$ cat src/rtl/executor_move_pkg.sv
// Shared types for the Tetris tile-motion executor: tiles, points, shapes,
// move commands/results, wall-kick offsets and the angle-step helper.
package executor_move_pkg;

    localparam int unsigned POS_X_W   = 5;  // $clog2(16)+1, signed cell coordinate
    localparam int unsigned POS_Y_W   = 6;  // $clog2(32)+1
    localparam int unsigned MAX_KICKS = 5;

    typedef enum logic [2:0] {eNon, eI, eO, eT, eS, eZ, eJ, eL} tile_type_e;

    typedef struct packed {
        logic [POS_X_W-1:0] x;
        logic [POS_Y_W-1:0] y;
    } point_t;

    typedef struct packed {
        logic [3:0][3:0] shape_m;
    } shape_info_t;

    typedef enum logic [2:0] {eRotCW, eRotCCW, eLeft, eRight, eDown} move_cmd_e;
    typedef enum logic [1:0] {eAccepted, eBlocked, eLanded} move_result_e;
    typedef enum logic [1:0] {eIDLE, eCheck, eWrite, eFail} move_state_e;

    // Horizontal kick order 0,+1,-1,+2,-2 in two's complement at x width.
    localparam logic [POS_X_W-1:0] KICK_DX [MAX_KICKS] = '{5'h00, 5'h01, 5'h1f, 5'h02, 5'h1e};

    function automatic logic [1:0] next_angle(input logic [1:0] angle, input move_cmd_e cmd);
        case (cmd)
            eRotCW:  return angle + 2'd1;
            eRotCCW: return angle - 2'd1;
            default: return angle;
        endcase
    endfunction

endpackage

$ cat src/rtl/executor_move_if.sv
// Command, shape-ROM, matrix-memory and write-back bundle of the move executor.
interface executor_move_if import executor_move_pkg::*; #(
    parameter int width_p  = 16,
    parameter int height_p = 32
);
    localparam int XW = $clog2(width_p) + 1;
    localparam int YW = $clog2(height_p) + 1;

    logic            v_i;
    logic            ready_o;
    move_cmd_e       cmd_i;
    tile_type_e      type_i;
    logic [1:0]      angle_i;
    point_t          pos_i;
    logic [4:0]      rom_read_addr_o;
    shape_info_t     rom_data_i;
    logic [XW-1:0]   mm_addr_r_x_o;
    logic [YW-1:0]   mm_addr_r_y_o;
    logic [3:0][3:0] mm_data_i;
    tile_type_e      type_o;
    logic [1:0]      angle_o;
    point_t          pos_o;
    logic            upd_v_o;
    logic            done_v_o;
    move_result_e    result_o;

    modport slave (
        input  v_i, cmd_i, type_i, angle_i, pos_i, rom_data_i, mm_data_i,
        output ready_o, rom_read_addr_o, mm_addr_r_x_o, mm_addr_r_y_o,
               type_o, angle_o, pos_o, upd_v_o, done_v_o, result_o
    );

    modport master (
        output v_i, cmd_i, type_i, angle_i, pos_i, rom_data_i, mm_data_i,
        input  ready_o, rom_read_addr_o, mm_addr_r_x_o, mm_addr_r_y_o,
               type_o, angle_o, pos_o, upd_v_o, done_v_o, result_o
    );

endinterface

$ cat src/rtl/executor_move_candidate_gen.sv
// Combinational candidate placement for a move command at kick index k.
module executor_move_candidate_gen import executor_move_pkg::*; (
    input  move_cmd_e  cmd,
    input  point_t     pos,
    input  logic [1:0] angle,
    input  logic [2:0] k,
    output point_t     cand_pos,
    output logic [1:0] cand_angle
);

    logic [POS_X_W-1:0] dx;

    always_comb begin
        dx         = (k < 3'(MAX_KICKS)) ? KICK_DX[k] : '0;
        cand_pos   = pos;
        cand_angle = next_angle(angle, cmd);
        case (cmd)
            eRotCW,
            eRotCCW: cand_pos.x = pos.x + dx;
            eLeft:   cand_pos.x = pos.x - POS_X_W'(1);
            eRight:  cand_pos.x = pos.x + POS_X_W'(1);
            eDown:   cand_pos.y = pos.y + POS_Y_W'(1);
            default: cand_pos   = pos;
        endcase
    end

endmodule

$ cat src/rtl/executor_move.sv
// Tile-motion executor: tries one candidate placement per cycle against the
// shape ROM and matrix window, with wall kicks for rotations, then writes back.
module executor_move import executor_move_pkg::*; #(
    parameter int width_p  = 16,
    parameter int height_p = 32,
    parameter int kicks_p  = 5
) (
    input  logic            clk_i,
    input  logic            reset_n_i,
    executor_move_if.slave  bus
);

    localparam int XW = $clog2(width_p) + 1;
    localparam int YW = $clog2(height_p) + 1;
    localparam logic [2:0] LAST_K = 3'(kicks_p - 1);

    move_state_e state_r, state_n;
    move_cmd_e   cmd_r;
    tile_type_e  type_r, type_out_r;
    logic [1:0]  angle_r, angle_out_r, cand_angle;
    point_t      pos_r, pos_out_r, cand_pos;
    logic [2:0]  k_r;

    logic accept, kick, commit, collision, is_rot;
    logic ready, upd, done;
    move_result_e result;

    executor_move_candidate_gen u_cand (
        .cmd        (cmd_r),
        .pos        (pos_r),
        .angle      (angle_r),
        .k          (k_r),
        .cand_pos   (cand_pos),
        .cand_angle (cand_angle)
    );

    assign is_rot    = (cmd_r == eRotCW) || (cmd_r == eRotCCW);
    // An empty slot never fits anywhere, so eNon always reports blocked.
    assign collision = (type_r == eNon) || |(bus.rom_data_i.shape_m & bus.mm_data_i);

    always_ff @(posedge clk_i or negedge reset_n_i) begin
        if (!reset_n_i) begin
            state_r     <= eIDLE;
            cmd_r       <= eRotCW;
            type_r      <= eNon;
            angle_r     <= '0;
            pos_r       <= '0;
            k_r         <= '0;
            type_out_r  <= eNon;
            angle_out_r <= '0;
            pos_out_r   <= '0;
        end else begin
            state_r <= state_n;
            if (accept) begin
                cmd_r   <= bus.cmd_i;
                type_r  <= bus.type_i;
                angle_r <= bus.angle_i;
                pos_r   <= bus.pos_i;
                k_r     <= '0;
            end else if (kick) begin
                k_r <= k_r + 3'd1;
            end
            if (commit) begin
                type_out_r  <= type_r;
                angle_out_r <= cand_angle;
                pos_out_r   <= cand_pos;
            end
        end
    end

    always_comb begin
        state_n = state_r;
        accept  = 1'b0;
        kick    = 1'b0;
        commit  = 1'b0;
        ready   = 1'b0;
        upd     = 1'b0;
        done    = 1'b0;
        result  = eAccepted;
        case (state_r)
            eIDLE: begin
                ready = 1'b1;
                if (bus.v_i) begin
                    accept  = 1'b1;
                    state_n = eCheck;
                end
            end
            eCheck: begin
                if (!collision) begin
                    commit  = 1'b1;
                    state_n = eWrite;
                end else if (is_rot && (k_r < LAST_K)) begin
                    kick = 1'b1;
                end else begin
                    state_n = eFail;
                end
            end
            eWrite: begin
                upd     = 1'b1;
                done    = 1'b1;
                state_n = eIDLE;
            end
            eFail: begin
                done    = 1'b1;
                result  = (cmd_r == eDown) ? eLanded : eBlocked;
                state_n = eIDLE;
            end
            default: state_n = eIDLE;
        endcase
    end

    assign bus.ready_o         = ready;
    assign bus.upd_v_o         = upd;
    assign bus.done_v_o        = done;
    assign bus.result_o        = result;
    assign bus.type_o          = type_out_r;
    assign bus.angle_o         = angle_out_r;
    assign bus.pos_o           = pos_out_r;
    assign bus.rom_read_addr_o = {type_r, cand_angle};
    assign bus.mm_addr_r_x_o   = XW'($signed(cand_pos.x));
    assign bus.mm_addr_r_y_o   = YW'($signed(cand_pos.y));

endmodule

$ cat src/flat_wrapper.sv
// flat-port wrapper written by rule: the top's interface ports become plain ports
module executor_move_flat import executor_move_pkg::*;
#(
    parameter int width_p  = 16,
    parameter int height_p = 32,
    parameter int kicks_p  = 5
)
  (clk_i, reset_n_i, bus_v_i, bus_cmd_i, bus_type_i, bus_angle_i, bus_pos_i, bus_rom_data_i, bus_mm_data_i, bus_ready_o, bus_rom_read_addr_o, bus_mm_addr_r_x_o, bus_mm_addr_r_y_o, bus_type_o, bus_angle_o, bus_pos_o, bus_upd_v_o, bus_done_v_o, bus_result_o);
  executor_move_if #(.width_p(width_p), .height_p(height_p)) bus_i ();
  input  logic clk_i;
  input  logic reset_n_i;
  input wire logic [$bits(bus_i.v_i)-1:0] bus_v_i;
  input wire logic [$bits(bus_i.cmd_i)-1:0] bus_cmd_i;
  input wire logic [$bits(bus_i.type_i)-1:0] bus_type_i;
  input wire logic [$bits(bus_i.angle_i)-1:0] bus_angle_i;
  input wire logic [$bits(bus_i.pos_i)-1:0] bus_pos_i;
  input wire logic [$bits(bus_i.rom_data_i)-1:0] bus_rom_data_i;
  input wire logic [$bits(bus_i.mm_data_i)-1:0] bus_mm_data_i;
  output wire logic [$bits(bus_i.ready_o)-1:0] bus_ready_o;
  output wire logic [$bits(bus_i.rom_read_addr_o)-1:0] bus_rom_read_addr_o;
  output wire logic [$bits(bus_i.mm_addr_r_x_o)-1:0] bus_mm_addr_r_x_o;
  output wire logic [$bits(bus_i.mm_addr_r_y_o)-1:0] bus_mm_addr_r_y_o;
  output wire logic [$bits(bus_i.type_o)-1:0] bus_type_o;
  output wire logic [$bits(bus_i.angle_o)-1:0] bus_angle_o;
  output wire logic [$bits(bus_i.pos_o)-1:0] bus_pos_o;
  output wire logic [$bits(bus_i.upd_v_o)-1:0] bus_upd_v_o;
  output wire logic [$bits(bus_i.done_v_o)-1:0] bus_done_v_o;
  output wire logic [$bits(bus_i.result_o)-1:0] bus_result_o;
  assign bus_i.v_i = bus_v_i;
  assign bus_i.cmd_i = bus_cmd_i;
  assign bus_i.type_i = bus_type_i;
  assign bus_i.angle_i = bus_angle_i;
  assign bus_i.pos_i = bus_pos_i;
  assign bus_i.rom_data_i = bus_rom_data_i;
  assign bus_i.mm_data_i = bus_mm_data_i;
  assign bus_ready_o = bus_i.ready_o;
  assign bus_rom_read_addr_o = bus_i.rom_read_addr_o;
  assign bus_mm_addr_r_x_o = bus_i.mm_addr_r_x_o;
  assign bus_mm_addr_r_y_o = bus_i.mm_addr_r_y_o;
  assign bus_type_o = bus_i.type_o;
  assign bus_angle_o = bus_i.angle_o;
  assign bus_pos_o = bus_i.pos_o;
  assign bus_upd_v_o = bus_i.upd_v_o;
  assign bus_done_v_o = bus_i.done_v_o;
  assign bus_result_o = bus_i.result_o;
  executor_move #(.width_p(width_p), .height_p(height_p), .kicks_p(kicks_p)) u_core (.clk_i(clk_i), .reset_n_i(reset_n_i), .bus(bus_i));
endmodule
$ cat config.mk
export PLATFORM = sky130hd
export DESIGN_NAME = executor_move_flat
export DESIGN_NICKNAME = d
export VERILOG_FILES = /design/src/rtl/executor_move_pkg.sv /design/src/rtl/executor_move_if.sv /design/src/rtl/executor_move_candidate_gen.sv /design/src/rtl/executor_move.sv /design/src/flat_wrapper.sv
export SDC_FILE = /design/constraint.sdc
export NUM_CORES = 1
export LEC_CHECK = 0
export CORE_MARGIN = 5
export CORE_UTILIZATION = 46
export DETAILED_ROUTE_END_ITERATION = 12
export PLACE_DENSITY = 0.86
export SYNTH_ARGS = -nofsm -noshare
export SYNTH_HDL_FRONTEND = slang
export SYNTH_SLANG_ARGS = --single-unit
$ cat constraint.sdc
create_clock -name clk_i -period 4.5 [get_ports clk_i]
set_input_delay 0.9 -clock clk_i [delete_from_list [all_inputs] [get_ports clk_i]]
set_output_delay 0.9 -clock clk_i [all_outputs]
set_load 0.02 [all_outputs]
## Word level (Yosys, flattened, before mapping)

Memory sizes are Yosys's and may differ from the RTL's.
Cells that the tools add are included.

| cells by class | value |
|---|---|
| add/sub/neg operators | 7 |
| multiply operators | 0 |
| divide/modulo/power cells | 0 |
| magnitude comparators | 3 |
| equal/unequal tests | 9 |
| shift-type cells | 0 |
| muxes and demuxes | 24 |
| bitwise gates (word level) | 2 |
| reductions and logical operators | 11 |

Operators by type and width:

| cell | number |
|---|---|
| bitwise AND 16 bit | 1 |
| OR reduction 16 bit | 1 |
| 2-to-1 mux 5 bit | 3 |
| one-hot mux 5 bit (3 select lines) | 1 |
| 2-to-1 mux 1 bit | 10 |
| 2-to-1 mux 2 bit | 5 |
| adder 6 x 1 -> 6 bit, second input constant | 1 |
| == test 3 x 2 -> 1 bit, second input constant | 2 |
| zero test 3 bit | 2 |
| < comparator 3 bit, second input constant | 2 |
| 2-to-1 mux 3 bit | 2 |
| 2-to-1 mux 6 bit | 1 |
| one-hot mux 2 bit (3 select lines) | 1 |
| adder 5 x 1 -> 5 bit, second input constant | 1 |
| adder 5 bit | 1 |
| subtractor 5 x 1 -> 5 bit, second input constant | 1 |
| == test 2 bit, second input constant | 2 |
| greater-or-equal comparator 4 bit, second input constant | 1 |
| inverter 3 -> 4 bit | 1 |
| one-hot mux 2 bit (2 select lines) | 1 |
| OR reduction 2 bit | 2 |
| adder 3 x 1 -> 3 bit, second input constant | 1 |
| == test 3 x 1 -> 1 bit, second input constant | 1 |
| == test 3 bit, second input constant | 1 |
| other kinds (10) | 11 |

| storage, ports and cells | value |
|---|---|
| register bits after elaboration | 40 |
| latch bits | 0 |
| memory bits (writable) | 0 |
| ROM bits | 40 |
| input bits | 54 |
| output and inout bits | 37 |
| logic and storage cells | 68 |
| memories | 1 |

Memory list:

| memory | words | bits a word | rd ports | clocked after memory_dff | wr ports | line | RTL |
|---|---|---|---|---|---|---|---|
| (name not given) | 8 | 5 | 1 | 0 | 0 | executor_move_candidate_gen.sv:14 | `dx = (k < 3'(MAX_KICKS)) ? KICK_DX[k] : '0;` |

## Logic depth before layout (Yosys ltp)

| depth | value |
|---|---|
| word-level depth | 8 |
| mapped depth | 11 |
| mapped depth without buffers | 11 |

## Modules after synthesis

From an unflattened synthesis, not the netlist that was laid out.

| unflattened totals | value |
|---|---|
| cells, all modules | 212 |
| area total of the unflattened synthesis | 2,172.1 um2 |

Modules (own cells, without submodules):

| module | instances | cells each | area each (um2) |
|---|---|---|---|
| executor_move | 1 | 157 | 1,722.9 |
| executor_move_candidate_gen | 1 | 55 | 449.2 |

## Least setup slack after synthesis

OpenSTA, ideal clock, no wires.

| timing path | value |
|---|---|
| path kind | flip-flop to output port |
| start point | register u_core.k_r[0] |
| end point | output port bus_mm_addr_r_x_o[4] |
| data arrival time | 2.155 ns |
| path slack | 1.445 ns |
| cell stages (with the launch flop) | 10 |
| path through | dfrtp_1 -> inv_1 -> ha_1 -> o21bai_1 -> ha_1 -> fa_1 -> nand3_1 -> and3b_1 -> mux2i_1 -> xnor2_1 |

| on the way | value |
|---|---|
| longest elaborated chain between the ends | 7 |

RTL lines:

| element | line | RTL |
|---|---|---|
| from (decl) | executor_move.sv:22 | `logic [2:0] k_r;` |
| from (signal assigned) | executor_move.sv:61 | `k_r <= k_r + 3'd1;` |
| inverter 3 -> 4 bit (implied by the code) | executor_move_candidate_gen.sv:14 |  |
| memory (8 x 5 bit) | n/a |  |
| 2-to-1 mux 5 bit (implied by the code) (2 in a row) | executor_move_candidate_gen.sv:14 |  |
| 2-to-1 mux 5 bit * | executor_move_candidate_gen.sv:14 |  |
| adder 5 bit * | executor_move_candidate_gen.sv:19 | `eRotCCW: cand_pos.x = pos.x + dx;` |
| one-hot mux 5 bit (3 select lines) * | executor_move_candidate_gen.sv:17 | `case (cmd)` |
| to (decl) | flat_wrapper.sv:21 | `output wire logic [$bits(bus_i.mm_addr_r_x_o)-1:0] bus_mm_addr_r_x_o;` |

Every way passes the cells marked *; elsewhere a longest branch is shown, timed or not. The select of a mux whose other input is x is not followed.

## Final worst setup path

| timing path | value |
|---|---|
| start point | register u_core.cmd_r[2] |
| end point | output port bus_mm_addr_r_x_o[4] |

| on the way | value |
|---|---|
| longest elaborated chain between the ends | 3 |

RTL lines:

| element | line | RTL |
|---|---|---|
| from (decl) | executor_move.sv:18 | `move_cmd_e cmd_r;` |
| from (signal assigned) | executor_move.sv:44 | `cmd_r <= eRotCW;` |
| from (signal assigned) | executor_move.sv:55 | `cmd_r <= bus.cmd_i;` |
| == test 3 x 1 -> 1 bit / zero test 3 bit (equally long branches) | executor_move_candidate_gen.sv:17 |  |
| OR reduction 2 bit | executor_move_candidate_gen.sv:17 |  |
| one-hot mux 5 bit (3 select lines) * | executor_move_candidate_gen.sv:17 |  |

Every way passes the cells marked *; elsewhere a longest branch is shown, timed or not.

==> results.sh <==
export IMPL_syn_area_um2=2130
export IMPL_final_core_util_pct=70.9
export IMPL_die_area_um2=6090
export IMPL_min_path_type="reg2reg"
export IMPL_cp_required_ns=3.60
export IMPL_num_antenna_cells=0
export IMPL_wire_per_inst_um=15.3
export IMPL_grt_pass1_vias=1923
export IMPL_rsz0062_at_grt="false"
export IMPL_portBuffers=90
export IMPL_path_buf_inv=1
export IMPL_cts_sinks=40
export IMPL_synth_flop_cell="dfrtp_1"
export IMPL_seq_area_frac_synth_pct=47.0
export IMPL_comb_power_share_pct=60.1
export IMPL_ys_ff_latch=40
export IMPL_io_pins=91
export IMPL_status="completed"
export IMPL_arrival_ns=3.07
export IMPL_fin_crit_ns=3.97
export IMPL_post_cts_resized=0
export IMPL_regArea_um2=1000
export IMPL_ys_types=35
export IMPL_hold_viol=0
export IMPL_endpoint_kind="output pin"
export IMPL_firstDrtPassIters=5
export IMPL_coreArea_um2=4410
export IMPL_r2r_setup_slack_ns=2.01
export IMPL_period_share_pct=88.2
export IMPL_cpPeakStageDelay_ns=0.63
export IMPL_ys_warn_count=0
export IMPL_slew_violations=0
export IMPL_cts_clk_slew_worst_paths_ns=0.07
export IMPL_syn_nets=273
export IMPL_clk_latency_ns=0.29
export IMPL_power_switching_uw=912
export IMPL_power_frac_clock_pct=10.4
export IMPL_r2r_start="u_core.cmd_r[2]"
export IMPL_root_buffer="clkbuf_8"
export IMPL_p_int_mw=1.24
export IMPL_maxCapViolCount=0
export IMPL_sw_frac_of_total_pct=42.4
export IMPL_setup_violations=0
export IMPL_leakagePower_nw=1.48
export IMPL_crit_family="buffers and inverters"
export IMPL_cts_tree="yes"
export IMPL_power_density_nw_per_um2=687
export IMPL_relSlewSlack_pct=40.9
export IMPL_synthArstFlopShare_pct=100
export IMPL_areaGrowthSynthToFinish_pct=46.9
export IMPL_overflow=0
export IMPL_postCtsHoldBufs=0
export IMPL_start_kind="flip-flop"
export IMPL_cts_made_buffers=5
export IMPL_r2r_cells=9
export IMPL_hold_depth=2
export IMPL_pwr_share_seq_pct=29.5
export IMPL_antenna_left=0
export IMPL_slowest_stage="clkdlybuf4s50_1"
export IMPL_cts_path_max_buffers=2
export IMPL_grt_antenna_before_repair=0
export IMPL_min_delay_worst_endpoint="u_core.pos_r[5]"
export IMPL_crit_type="reg2out"
export IMPL_final_nets=362
export IMPL_dieWidth_um=78.0
export IMPL_regToRegEndpoint="u_core.bus.pos_o[10]"
export IMPL_tightest_slew_ns=0.887
export IMPL_ir_drop_mv=0.389
export IMPL_gr_usage_all_layers_pct=18.8
export IMPL_crit_top_cell="a21oi_1"
export IMPL_post_route_cells_drive_above_1_share_pct=9.70
export IMPL_vias=1784
export IMPL_synthCells=210
export IMPL_grt_first_pass_wirelength_mm=9.24
export IMPL_vias_per_cell=5.08
export IMPL_grt_max_degree=41
export IMPL_rows=24
export IMPL_path_max_fanout=13
export IMPL_wirelength_mm=5.38
export IMPL_drt_iter0_markers=69
export IMPL_fmax_mhz=252
export IMPL_dpl_hpwl_mm=4.13
export IMPL_die_h_um=78.0
export IMPL_synth_edff_count=0
export IMPL_start_util_pct=48.2
export IMPL_routabilityCongestion=0.821
export IMPL_fin_tns_setup_ns=0
export IMPL_nFillCells=345
export IMPL_htree_levels=2
export IMPL_post_cts_buffers=0
export IMPL_skew_ns=0.00972
export IMPL_drc=0
export IMPL_hold_start="u_core.pos_r[5]"
export IMPL_multiInputGateArea_um2=1090
export IMPL_cp_cell_sequence="nor2b_1 -> nor3_1 -> a21oi_1 -> ha_1 -> a21oi_1 -> and3b_1 -> mux2i_1 -> xnor2_1 -> clkdlybuf4s50_1"
export IMPL_avgSynthCellArea_um2=10.1
## flip-flops by register name, indices dropped and copies added, names as in the netlist
name / cells
u_core.type_r: 3
u_core.state_r: 2
u_core.pos_r: 11
u_core.angle_r: 2
u_core.bus.pos_o: 11
u_core.bus.type_o: 3
u_core.cmd_r: 3
u_core.k_r: 3
u_core.bus.angle_o: 2
## cells in the final DEF (no fill, tap or decap), types with 7 or more instances in the layout
cell type	n
a22oi_1	8
xnor2_1	7
dfrtp_1	40
mux2_2	9
clkdlybuf4s50_1	89
mux2_4	10
ha_1	8
nand2_1	71
## power groups by stage
| stage | Sequential, mW | Clock, mW | Combinational [mW] |
|---|---|---|---|
| after floorplan | 0.657 | 0 | 0.741 |
| final | 0.635 | 0.223 | 1.29 |
| after global routing | 0.659 | 0.247 | 1.42 |
| after detailed placement | 0.641 | 0 | 1.31 |
| after global placement | 0.631 | 0 | 1.28 |
| after CTS | 0.635 | 0.229 | 1.31 |
## per-stage QoR
stage	power [mW]	setup slack, ns	area (µm²)	std cells	hold WS [ns]
2_1_floorplan	1.40	1.44	2130	210	0.466
3_3_place_gp	1.91	0.924	3050	344	0.479
3_5_place_dp	1.95	0.857	3050	344	0.491
4_1_cts	2.18	0.519	3130	351	0.509
5_1_grt	2.33	0.278	3130	351	0.522
6_report	2.15	0.532	3130	351	0.505
## tightest hold or removal path, delay by kind of cell, from the launching register on
kind | cells | cell delay, ns
simple gates | 2 | 0.11
flops | 1 | 0.36
## layout make-up
class	instances	area share, %
clock buffers	6	2.32
clock inverters	1	0.160
inverters	1	0.120
multi-input cells	161	34.7
flip-flops and latches	40	32.0
well taps	52	2.08
repair buffers	90	28.6
## per-layer routing
layer / global-route usage (%) / wire length (µm) / share of wire (%) / vias up
met5: 0 / 0 / 0 / -
met4: 4.90 / 81 / 1.5 / 0
met3: 4.69 / 220 / 4.1 / 8
met2: 33.5 / 2830 / 53 / 40
met1: 22.6 / 2240 / 42 / 854
li1: - / - / - / 882
## worst max path at each step
stage | startpoint | to | cells after the start
5_1_grt | u_core.cmd_r[2] | bus_mm_addr_r_x_o[4] | 9
3_5_place_dp | u_core.cmd_r[2] | bus_mm_addr_r_x_o[4] | 9
4_1_cts | u_core.cmd_r[2] | bus_mm_addr_r_x_o[4] | 9
3_3_place_gp | u_core.cmd_r[2] | bus_mm_addr_r_x_o[4] | 9
2_1_floorplan | u_core.k_r[0] | bus_mm_addr_r_x_o[4] | 9
6_report | u_core.cmd_r[2] | bus_mm_addr_r_x_o[4] | 9
## synth_stat cells (5+ instances only)
| library cell | n | area share [%] |
|---|---|---|
| nand2_1 | 71 | 13 |
| mux2_2 | 9 | 4.8 |
| ha_1 | 8 | 4.7 |
| clkbuf_1 | 6 | 1.1 |
| a21oi_1 | 5 | 1.2 |
| mux2_4 | 10 | 7.1 |
| dfrtp_1 | 40 | 47 |
| a22oi_1 | 8 | 2.8 |
| nor2b_1 | 5 | 1.5 |
| xnor2_1 | 7 | 2.9 |
## cell families after synthesis
group	Yosys count	synth area share (%)
AND/OR/NAND/NOR	99	21.6
AO/OA/AOI/OAI	20	6.05
adder cells (fa/ha/maj)	9	5.64
multiplexers	22	13.2
buffers and inverters	9	2.00
flip-flops	40	47.0
XOR/XNOR	11	4.52
No activity file was read; power rests on OpenSTA's default activity.
==> patch 1: new RTL, same flow settings <==
The 4 states of `move_state_e` get a one-hot encoding in 4 bits.
--- a/src/rtl/executor_move_pkg.sv
+++ b/src/rtl/executor_move_pkg.sv
@@ -21,3 +21,3 @@
     typedef enum logic [1:0] {eAccepted, eBlocked, eLanded} move_result_e;
-    typedef enum logic [1:0] {eIDLE, eCheck, eWrite, eFail} move_state_e;
+    typedef enum logic [3:0] {eIDLE = 4'b0001, eCheck = 4'b0010, eWrite = 4'b0100, eFail = 4'b1000} move_state_e;
 
Formal check against the unedited RTL: no difference found for any inputs over 10 cycles, from zero or initial values and one cycle with reset_n_i low; not proved beyond that.
==> patch 1 against the unedited design <==
Wire length is 13% higher; combinational power down 16%; synthesized area up 4.5%; fmax decreased by 5.4%; setup slack worse by 0.23 ns; total power shrank 10%; global-route usage increased by 0.63 points; non-clock buffer count increased by 1; design area increased by 4.1%; critical path type unchanged; sequential cell count is 2 higher; critical endpoint unchanged; sequential share of layout area rose by 0.32 points; sequential power down 5.5%; critical path depth increased by 2.
==> patch 1: results (changes against the unedited design) <==
- The number of global-route vias before repair is 1,986 (+3.3%).
- On the critical path the largest part of the delay comes from adder cells.
- By area the synthesized netlist is led by sky130_fd_sc_hd__dfrtp_1 (46%), sky130_fd_sc_hd__nand2_1 (19%), sky130_fd_sc_hd__ha_1 (4.5%), sky130_fd_sc_hd__xnor2_1 (3.1%), sky130_fd_sc_hd__a22oi_1 (2.7%).
- The post-CTS repair timing setup buffer count is 0 (unchanged).
- The initial detailed-routing violation count was 97 (+41%).
- The average detailed-routed wire length per instance is 15.0 um (-2.2%).
- The flow ran to the end, and the final reports show no timing, DRC or antenna violations.
- The total CTS buffers is 5 (unchanged).
- The total half-perimeter wirelength after legalization and detailed placement was 4750 um (+15%).
- The first-pass iteration count of the detailed router is 5 (unchanged).
- The number of port buffers is 90 (unchanged).
- The leakage component of the power was 1.54 nW (+3.6%).
- Across all register-to-register paths, the minimum setup slack is 2.02 ns.
- The source of the worst register-to-register timing path is u_core.state_r[0].
- The pre-CTS setup slack was 0.643 ns (-0.214 ns).
- The number of fillers in the final layout is 381 (+10%).
- The all-layer global routing usage is 0.195 (+0.00632).
- Sorting the synthesized cells by how often they occur yields sky130_fd_sc_hd__nand2_1 (111), sky130_fd_sc_hd__dfrtp_1 (41), sky130_fd_sc_hd__a22oi_1 (8), sky130_fd_sc_hd__ha_1 (8), sky130_fd_sc_hd__xnor2_1 (8).
- The synthesized net count came to 312 (+14%).
- In this run the worst setup path begins at u_core.k_r[0].
- The global-route wire length before repair came to 9450 um (+2.3%).
- The clock insertion delay at the later pin of the skew report is 0.30 ns.
- The peak supply drop is 0.353 mV (-9.5%).
- The sequential element share of the synthesized area is 0.473 (+0.00297).
- The Yosys warning count was 0 (unchanged).
- The fraction of layout cells with a size suffix above 1 is 0.0647 (-0.0323).
- The routability-driven placement congestion ratio is 0.799 (-2.7%).
- The longest individual stage delay on the worst path was 0.60 ns (-0.03 ns).
- The worst setup skew after layout is 0.00507 ns (-0.00465 ns).
- The largest net degree at the start of global routing was 43 (+4.9%).
- The slew at the pin with the worst max-slew slack is 0.929 ns (+0.0419 ns).
- The highest clock rate is 0.238 GHz (-5.4%).
- The largest driver fanout on the critical path is 5 (-8).
- The largest individual stage delay along the critical path comes from the cell sky130_fd_sc_hd__clkdlybuf4s50_1.
- The arrival time of the worst setup path is 3.29 ns (+0.22 ns).
- The number of nets in the layout was 402 (+11%).
- The distinct cell type count after synthesis is 41 (+17%).
- The detailed-route via count is 2,046 (+15%).
- The number of levels the H-tree was split into is 2 (unchanged).
- The net switching component of the power is 0.828 mW (-9.1%).
- In the synthesized netlist the dominant register cell turns out to be sky130_fd_sc_hd__dfrtp_1.
- The startpoint of the lowest-slack hold path is u_core.bus.type_o[1].
[patch 1: kinds of logic (layout without fill, tap and decap cells)]
logic type      after synthesis  count (layout)  synth area share
simple gates                146             146             0.303
flops                        42              42             0.473
compound gates               21              21            0.0630
xor+xnor                     12              12            0.0472
buf+inv                      12             103            0.0253
fa+ha+maj                     9               9            0.0540
mux                           7               7            0.0343
[patch 1: layout make-up]
type	count	area, um2	area share
Clock inverter	2	13.8	0.00423
Inverter	4	15.0	0.00461
Tap cell	67	83.8	0.0257
Timing Repair Buffer	91	903	0.277
Sequential cell	42	1050	0.323
Clock buffer	6	72.6	0.0223
Multi-Input combinational cell	195	1120	0.343
[patch 1: per-layer routing]
metal  track usage  part of all wire
met4        0.0687             0.014
met5             0                 0
met3        0.0530             0.094
met1         0.224              0.40
met2         0.346              0.50
[patch 1: path summary, 6_finish.rpt]
| check | endpoint | cells after the start |
|---|---|---|
| hold / removal | u_core.bus.type_o[1] | 2 |
| max in group asynchronous | u_core.bus.pos_o[10] | 1 |
| setup reg to reg | u_core.pos_r[1] | 5 |
| min in group asynchronous | u_core.bus.type_o[0] | 1 |
| setup / recovery | bus_mm_addr_r_x_o[4] | 11 |
| hold reg to reg | u_core.bus.type_o[1] | 2 |
[patch 1: metrics by stage]
stage	cell area, um2	hold slack, ns	cells	power (mW)
6_report	3260	0.469	407	1.93
5_1_grt	3260	0.510	407	2.06
4_1_cts	3260	0.473	407	1.95
3_5_place_dp	3170	0.454	399	1.70
3_3_place_gp	3170	0.449	399	1.68
2_1_floorplan	2220	0.466	249	1.24
[patch 1: power by group through the flow]
stage	clock network (mW)	registers, mW	logic (mW)
finish	0.241	0.600	1.09
global route	0.262	0.617	1.18
CTS	0.245	0.599	1.11
detailed placement	0	0.607	1.10
global placement	0	0.600	1.08
floorplan	0	0.606	0.629
==> patch 2: new RTL, same flow settings <==
Without the edit above. Change the package constant `POS_Y_W` from 6 to 12.
--- a/src/rtl/executor_move_pkg.sv
+++ b/src/rtl/executor_move_pkg.sv
@@ -5,3 +5,3 @@
     localparam int unsigned POS_X_W   = 5;  // $clog2(16)+1, signed cell coordinate
-    localparam int unsigned POS_Y_W   = 6;  // $clog2(32)+1
+    localparam int unsigned POS_Y_W   = 12;  // $clog2(32)+1
     localparam int unsigned MAX_KICKS = 5;
Ports: changed (resized bus_pos_i and bus_pos_o); port bits go from 91 to 103. The function was not compared with the original's and may differ.
==> patch 2 against the unedited design <==
Total power rose by 20%; design area grew 24%; setup slack got worse by 0.16 ns; synthesized area grew 33%; sequential share of layout area is 1.4 points higher; sequential cell count is 12 higher; combinational power increased by 14%; worst hold slack gained 0.0015 ns; wire length is 22% higher; critical endpoint unchanged; largest power group unchanged; highest routed layer unchanged.
==> patch 2: results (changes against the unedited design) <==
- The total number of sequential cells is 52 (+30%).
- The leakage component of the power was 1.84 nW (+24%).
- The first-pass iteration count of the detailed router is 4 (-1).
- The number of ordinary inverters in the final layout came to 2 (+1).
- The number of fillers in the final layout is 495 (+43%).
- The post-route worst hold slack was 0.506 ns (+0.00150 ns).
- The wire length after detailed routing is 6570 um (+22%).
- The routability-driven placement congestion ratio was 0.785 (-4.3%).
- The largest net degree at the start of global routing is 53 (+29%).
- The worst hold path begins at u_core.bus.type_o[2].
- The slew at the pin with the worst max-slew slack is 1.14 ns (+0.256 ns).
- The arrival time of the worst setup path is 3.23 ns (+0.16 ns).
- The pre-CTS setup slack came to 0.704 ns (-0.153 ns).
- The peak supply drop is 0.379 mV (-2.6%).
- The area enclosed by the die boundary was 7820 um2 (+28%).
- The non-clock buffer total of the final layout was 102 (+13%).
- The detailed-route via count is 2,219 (+24%).
- The hold path endpoint is u_core.bus.type_o[2].
- The sequential cell area is 1300 um2 (+30%).
- The largest delay contributor family on the critical path is adder cells.
- The total placed instance area is 3800 um2 (+24%).
- The portion of the clock cycle consumed by the worst path in the final layout is 0.918 (+0.0358).
- After synthesis, the most frequently instantiated cells are sky130_fd_sc_hd__nand2_1 (90), sky130_fd_sc_hd__dfrtp_1 (52), sky130_fd_sc_hd__mux2_4 (20).
- The number of placed instances with taps included is 435 (+26%).
- The clock-cell share of area came to 0.0251 (+0.000266).
- The synthesized net count is 349 (+28%).
- The overall power after layout is 2.58 mW (+20%).
- The post-layout instance area is 3890 um2 (+24%).
- The all-layer global routing usage is 0.179 (-0.00929).
- The sequential element share of the synthesized area is 0.460 (-0.00986).
- The depth of the worst hold-timing path is 1 (-1).
- The Yosys warning count is 0 (unchanged).
- Sorting the synthesized cells by area gives the leading types as sky130_fd_sc_hd__dfrtp_1 (46%), sky130_fd_sc_hd__nand2_1 (12%), sky130_fd_sc_hd__mux2_4 (11%), sky130_fd_sc_hd__xnor2_1 (4.0%), sky130_fd_sc_hd__ha_1 (3.5%).
- The fraction of cell area in non-clock buffers is 0.261 (-0.0254).
- The via density per instance is 5.01 (-1.4%).
- The post-synthesis cell count is 280 (+33%).
- The multi-input gate share of total cell area was 0.354 (+0.00694).
- The initial detailed-routing violation count is 67 (-2.9%).
- The reg-to-reg endpoint is u_core.bus.pos_o[16].
- The minimum setup slack among reg-to-reg paths came to 1.88 ns (-0.13 ns).
- The number of global-route vias before repair is 2,351 (+22%).
- The multi-input combinational cell count is 204 (+27%).
- The number of port buffers is 102 (+13%).
- The flow ran to the end, and the final reports show no timing, DRC or antenna violations.
- The total half-perimeter wirelength after legalization and detailed placement is 5120 um (+24%).
- The clock insertion delay at the later pin of the skew report was 0.31 ns (+0.02 ns).
- The global-route wire length before repair came to 11,000 um (+19%).
- The clock transition at the register clock pins on the worst setup and hold paths after CTS is 0.09 ns (+0.02 ns).
## patch 2: changes by cell type in the layout (fill, tap and decap cells not counted), sizes merged, moves of 5 or more
cell and change:
dfrtp +12, mux2 +6, nand2 +19, xnor2 +6, nor2 +5, clkdlybuf4s50 +12
## patch 2: report_power, final
group          internal [mW]  leakage, nW  total [mW]  switching (mW)
sequential             0.637        0.678       0.826           0.189
clock                  0.125       0.0434       0.279           0.154
combinational          0.736         1.12        1.47           0.739
## patch 2: kinds of logic after synthesis
kind of cell    after synthesis  synth area share
xor+xnor                     17            0.0527
mux                          28             0.137
buf+inv                      24            0.0522
simple gates                129             0.208
fa+ha+maj                     9            0.0425
flops                        52             0.460
compound gates               21            0.0482
## patch 2: metal layers
metal / vias up / GRT usage / share of wire
li1: 1089 / - / -
met1: 1056 / 0.206 / 0.40
met2: 61 / 0.333 / 0.53
met3: 13 / 0.0382 / 0.052
met4: 0 / 0.0522 / 0.020
met5: - / 0 / 0
